**config.mk**
```make
export PLATFORM = sky130hd
export DESIGN_NAME = output_buffer_unit
export DESIGN_NICKNAME = d
export VERILOG_FILES = /design/src/rtl/output_buffer_unit.sv
export SDC_FILE = /design/constraint.sdc
export NUM_CORES = 1
export LEC_CHECK = 0
export BUFFER_PORTS_ARGS = -buffer_cell sky130_fd_sc_hd__buf_2
export CAP_MARGIN = 20
export CORE_MARGIN = 5
export CORE_UTILIZATION = 45
export DETAILED_ROUTE_END_ITERATION = 10
export PLACE_DENSITY = 0.57
export RECOVER_POWER = 25
export REMOVE_ABC_BUFFERS = 1
export SLEW_MARGIN = 20
export SYNTH_ARGS = -nofsm -noshare
export SYNTH_HDL_FRONTEND = slang
export SYNTH_SLANG_ARGS = --single-unit
```
**constraint.sdc**
```tcl
create_clock -name clock -period 5.2 [get_ports clock]
set_input_delay 0.26 -clock clock [delete_from_list [all_inputs] [get_ports clock]]
set_output_delay 0.26 -clock clock [all_outputs]
set_load 0.02 [all_outputs]
```
**src/rtl/output_buffer_unit.sv**
```systemverilog
// Output unit: register file feeding a show-ahead FIFO drained over valid/ready.
// Define OUT_STICKY_ERR_EN to make overflow sticky until reset (default: 1-cycle pulse).
module output_buffer_unit #(
    parameter int DATA_W     = 32,
    parameter int ADDR_W     = 5,
    parameter int FIFO_DEPTH = 4,
    parameter int ZERO_REG   = 1
) (
    input  logic                              clock,
    input  logic                              reset,
    input  logic                              mem_write,
    input  logic                              out_req,
    input  logic [ADDR_W-1:0]                 address,
    input  logic [DATA_W-1:0]                 writedata,
    output logic                              out_valid,
    input  logic                              out_ready,
    output logic [DATA_W-1:0]                 out_data,
    output logic [DATA_W-1:0]                 dataout,
    output logic [$clog2(FIFO_DEPTH):0]       fifo_count,
    output logic                              overflow
);

    localparam int PW   = $clog2(FIFO_DEPTH);
    localparam int CW   = PW + 1;
    localparam int NREG = 1 << ADDR_W;

    logic [DATA_W-1:0] regs [NREG];
    logic [DATA_W-1:0] fifo [FIFO_DEPTH];
    logic [PW-1:0]     wp;
    logic [PW-1:0]     rp;
    logic [CW-1:0]     count;

    logic              zero_sel;
    logic [DATA_W-1:0] rd_val;
    logic              wr_en;
    logic              push;
    logic              pop;
    logic              full;
    logic              accept;
    logic              drop;

    assign zero_sel = (ZERO_REG != 0) && (address == '0);
    assign rd_val   = zero_sel ? '0 : regs[address];
    assign wr_en    = mem_write && !zero_sel;

    // A write takes the cycle; a coincident out request is ignored outright.
    assign push   = out_req && !mem_write;
    assign pop    = out_valid && out_ready;
    assign full   = (count == CW'(FIFO_DEPTH));
    assign accept = push && (!full || pop);
    assign drop   = push && full && !pop;

    assign out_valid  = (count != '0);
    assign out_data   = out_valid ? fifo[rp] : '0;
    assign fifo_count = count;

    always_ff @(posedge clock) begin
        if (reset) begin
            for (int i = 0; i < NREG; i++) begin
                regs[i] <= '0;
            end
            wp       <= '0;
            rp       <= '0;
            count    <= '0;
            dataout  <= '0;
            overflow <= 1'b0;
        end else begin
            if (wr_en) begin
                regs[address] <= writedata;
            end
            if (accept) begin
                fifo[wp] <= rd_val;
                wp       <= wp + PW'(1);
            end
            if (pop) begin
                rp      <= rp + PW'(1);
                dataout <= fifo[rp];
            end
            if (accept && !pop) begin
                count <= count + CW'(1);
            end else if (pop && !accept) begin
                count <= count - CW'(1);
            end
`ifdef OUT_STICKY_ERR_EN
            overflow <= overflow | drop;
`else
            overflow <= drop;
`endif
        end
    end

endmodule

```
## After elaboration in Yosys (flattened, before gate mapping)

Memories as Yosys holds them, arrays and structs flattened. A register that Yosys moved wholly into a read port is not among the register bits.
Index checks and enable logic that the tools add are counted.

| operators by class | value |
|---|---|
| add/sub/neg operators | 4 |
| eq/ne operators | 1 |
| multiplexer cells | 17 |
| reductions and logical operators | 18 |

Operator list:

| operator | count |
|---|---|
| two-way mux 32 bit | 3 |
| OR reduction 32 bit | 1 |
| two-way mux 1 bit | 9 |
| logical AND 1 bit | 8 |
| two-way mux 3 bit | 2 |
| logical NOT 1 bit | 5 |
| logical NOT 5 bit | 1 |
| two-way mux 5 bit | 1 |
| adder 2 x 1 -> 2 bit (second input constant) | 2 |
| two-way mux 2 bit | 2 |
| adder 3 x 1 -> 3 bit (second input constant) | 1 |
| equality test 3 bit (second input constant) | 1 |
| nonzero test 3 bit | 1 |
| subtractor 3 x 1 -> 3 bit (second input constant) | 1 |
| nonzero test 2 bit | 1 |
| logical OR 1 bit | 1 |

| storage, ports and cells | value |
|---|---|
| flip-flop bits (word level) | 40 |
| memory bits (writable) | 1,152 |
| input port bits | 42 |
| output and inout port bits | 69 |
| logic and storage cells | 47 |
| memories | 2 |

Memories:

| name | depth | bits a word | read ports | clocked after Yosys merged registers in | wr ports | line | RTL |
|---|---|---|---|---|---|---|---|
| regs | 32 | 32 | 1 | 0 | 32 | 27 | `logic [DATA_W-1:0] regs [NREG];` |
| fifo | 4 | 32 | 1 | 1 | 1 | 28 | `logic [DATA_W-1:0] fifo [FIFO_DEPTH];` |

## Logic depth before layout (Yosys ltp)

| logic depth | value |
|---|---|
| word-level depth | 8 |
| mapped depth | 10 |
| gate-level depth less buffers | 8 |

## Least setup slack after synthesis

Ideal clock, no wire load.

| path | value |
|---|---|
| path kind | reg-to-reg |
| start point | register count[0], in the netlist fifo_count[0] |
| end point | register count[2], in the netlist fifo_count[2] |
| library setup time | 70 ps |
| arrival time | 2,502 ps |
| setup slack | 2,628 ps |
| cell stages (with the launch flop) | 11 |
| path buffers | 2 |
| cell sequence | dfxtp_1 > o31a_1 > clkbuf_1 > inv_1 > buf_1 > ha_1 > inv_1 > fa_1 > xor2_1 > or3_1 > a21oi_1 |

| between the ends | value |
|---|---|
| word-level cells in the longest chain between the ends | 7 |

RTL lines:

| element | line | RTL |
|---|---|---|
| start: declaration | 31 | `logic [CW-1:0] count;` |
| start signal: assignment | 80 | `count <= count + CW'(1);` |
| start signal: assignment | 82 | `count <= count - CW'(1);` |
| branches (longest 7 deep; another with subtractor 3 x 1 -> 3 bit) | - |  |

Parallel ways; which one is timed is not known. The select of a mux whose other input is x is not followed.
A chain may end at the register's enable or synchronous reset.

==> flow_metrics.tcl <==
set metrics [dict create \
    final_area_um2 58900 \
    drive_gt1_frac 0.113 \
    cts.repair.resized 0 \
    place_hpwl_mm 98.0 \
    area_growth_pct 11.6 \
    hp-class "primary input to flop" \
    syn-cell-area_um2 52800 \
    ys_async_sr_fraction 0 \
    cts_made_buffers 133 \
    antenna_found_initial 14 \
    dpl_cell_area_um2 54700 \
    gp_congestion 0.867 \
    pre_cts_ws_ns 1.12 \
    reg2reg_from "fifo_count[0]" \
    drt_first_pass_iters 6 \
    grt_first_pass_wirelength_mm 226 \
    yosysWarnings 0 \
    cts_setup_buffers 0 \
    clock-sinks 1194 \
    power_mw 22.9 \
    period_minus_slack_ns 4.54 \
    rows 125 \
    maxCapViolCount 14 \
    worst_pin_slew_ns 3.13 \
    yosysTopAreaCell "edfxtp_1" \
    finalWorstSetupSlack_ns 0.659 \
    p_per_area_nw_per_um2 390 \
    min_period_over_period 0.873 \
    crit_fanout 33 \
    overflow 0 \
    max_slew_margin -1.08 \
    critical_path_required_ns 5.58 \
    endpoint "regs[6][2]" \
    wl_per_cell_um 29.8 \
    grt_use_total 0.253 \
    status "complete, but fails checks" \
    grt_pass1_vias 29622 \
    fp.coreArea_um2 116000 \
    hold_violations 0 \
    skew_ns 0.0293 \
    synth_flop_cell "edfxtp_1" \
    cts_buffer_depth 3 \
    slew_violations 416 \
    initial_core_util 0.454 \
    routed_via_density 5.66 \
    yosysTopAreaCellShare 0.655 \
    clkLatencyLatePin_ns 0.76 \
    critPathArrivalTime_ns 4.92 \
    cp-start-kind "primary input" \
    synthCells 3719 \
    r2r_cells 10 \
    ys_seq_area_frac 0.671 \
    cts-root-buf "clkbuf_16" \
    crit_start "reset" \
    synth_edf_count 1152 \
    r2r_setup_slack_ns 1.07 \
    syn_area_per_cell_um2 14.2 \
    fmax_mhz 220 \
    cts_tree "yes" \
    route.detailed.drc 0 \
    netlist_top_cells_area "edfxtp_1 66%, and2_1 12%, mux2i_1 9.7%" \
    final_common_cell "edfxtp_1" \
    wirelength_mm 160 \
    vdd_drop_max_mv 0.359 \
    most-common-layout-cells "1152 x edfxtp_1, 863 x and2_1, 514 x mux2i_1" \
    die_h_um 352 \
    worstSetupPathType "primary input to flop" \
    cts_max_level 4 \
    die_x_um 352 \
    die_area_um2 124000 \
    r2r_end "fifo_count[2]" \
    ys_types 43 \
    placement.io_buffers 110 \
    layout.nets 3797 \
    vias 30477 \
    rsz0062_at_grt "false" \
    clkSlewWorstSetupHoldPaths_ns 0.06 \
    endpoint_kind "flop" \
    drt.antenna.violating_nets 0 \
    ys_ff_latch 1194 \
    ios 111 \
    hold_buffers 3 \
    leakage_nw 21.3 \
    setup-violations-final 0 \
    setup_tns_ns 0 \
    grt_start_max_net_pins 82 \
    violations "max-capacitance violations, max-slew violations" \
    drt-initial-drc-count 3533 \
]
## cells by family after synthesis
kind of cell,Yosys count,share of synthesized area
AND/OR/NAND/NOR,1296,0.148
multiplexers,546,0.111
flip-flops,1194,0.671
AO/OA/AOI/OAI,323,0.0391
buffers and inverters,348,0.0283
other,1,0.0000711
adder cells (fa/ha/maj),6,0.00156
XOR/XNOR,5,0.000830
## critical path: stages
cell and delay [ns]:
dlygate4sd3_1 0.54, buf_4 0.25, nor2b_1 0.79, nand3b_1 0.26
clkbuf_1 0.29, nor2_1 0.26, clkbuf_1 1.28, or2_2 0.94
## synthesized netlist by cell type, types with 2 or more instances
cell type     n
o22ai_1     254
mux2i_1     514
mux4_2       32
inv_1         4
nor2_1       98
or4b_1        5
nand2_1      68
edfxtp_1   1152
nand4b_1      4
nor4_1       32
xor2_1        3
xnor2_1       2
nor2_2        2
or3_1         3
or2_2        31
buf_1         7
a21oi_1      33
nand3b_1      4
a31oi_2      11
clkbuf_1    240
buf_2        78
nor3_2        5
ha_1          5
and2_1     1028
nand4bb_1     6
buf_4         4
dfxtp_1      42
nand3_1       2
o22ai_2       2
a31oi_1      21
buf_6         9
clkbuf_2      6
nor2b_1       2
## flip-flops by register name (all words and copies together), names as in the netlist, named ones only
name / flops
dataout: 32
fifo: 128
fifo_count: 3
overflow: 1
regs: 1024
rp: 2
wp: 2
## worst min path at each step
stage	startpoint	to	slack, ns	depth (start not counted)
finish	out_req	wp[0]	0.06	4
global route	out_req	wp[1]	0.13	4
CTS	out_req	wp[0]	0.02	4
detailed placement	dataout[29]	dataout[29]	0.44	2
global placement	dataout[3]	dataout[3]	0.44	2
floorplan	reset	dataout[0]	0.33	1
## area by class of cell
cell class / count / area [um^2]
Multi-Input combinational cell: 2208 / 16000
Tap cell: 1524 / 1910
Clock inverter: 71 / 713
Antenna cell: 11 / 27.5
Clock buffer: 169 / 3530
Sequential cell: 1194 / 35400
Inverter: 4 / 15.0
Fill cell: 9839 / 57500
Timing Repair Buffer: 208 / 1240
## per-layer routing
layer | wire [um] | vias to the layer above | share of wire | track usage
li1 | - | 13570 | - | -
met1 | 66600 | 15478 | 0.41 | 0.346
met2 | 76000 | 1171 | 0.47 | 0.406
met3 | 11300 | 256 | 0.071 | 0.0478
met4 | 6530 | 2 | 0.041 | 0.0964
met5 | 13 | - | 0.000081 | 0
## report_power, final
group          total, mW  switching, mW  leakage, nW  internal (mW)
registers           11.3          0.202         11.3           11.1
clock network       9.24           3.94         2.06           5.30
logic               2.36           1.66         7.94          0.695
## metrics by stage
| stage | utilization | hold WS, ns | std cells |
|---|---|---|---|
| 2_1_floorplan | - | 0.329 | 3406 |
| 3_3_place_gp | 0.470 | 0.439 | 5133 |
| 3_5_place_dp | 0.470 | 0.443 | 5133 |
| 4_1_cts | 0.507 | 0.0196 | 5376 |
| 5_1_grt | 0.506 | 0.127 | 5378 |
| 6_report | 0.506 | 0.0579 | 5389 |
(Power assumes the default switching activity.)
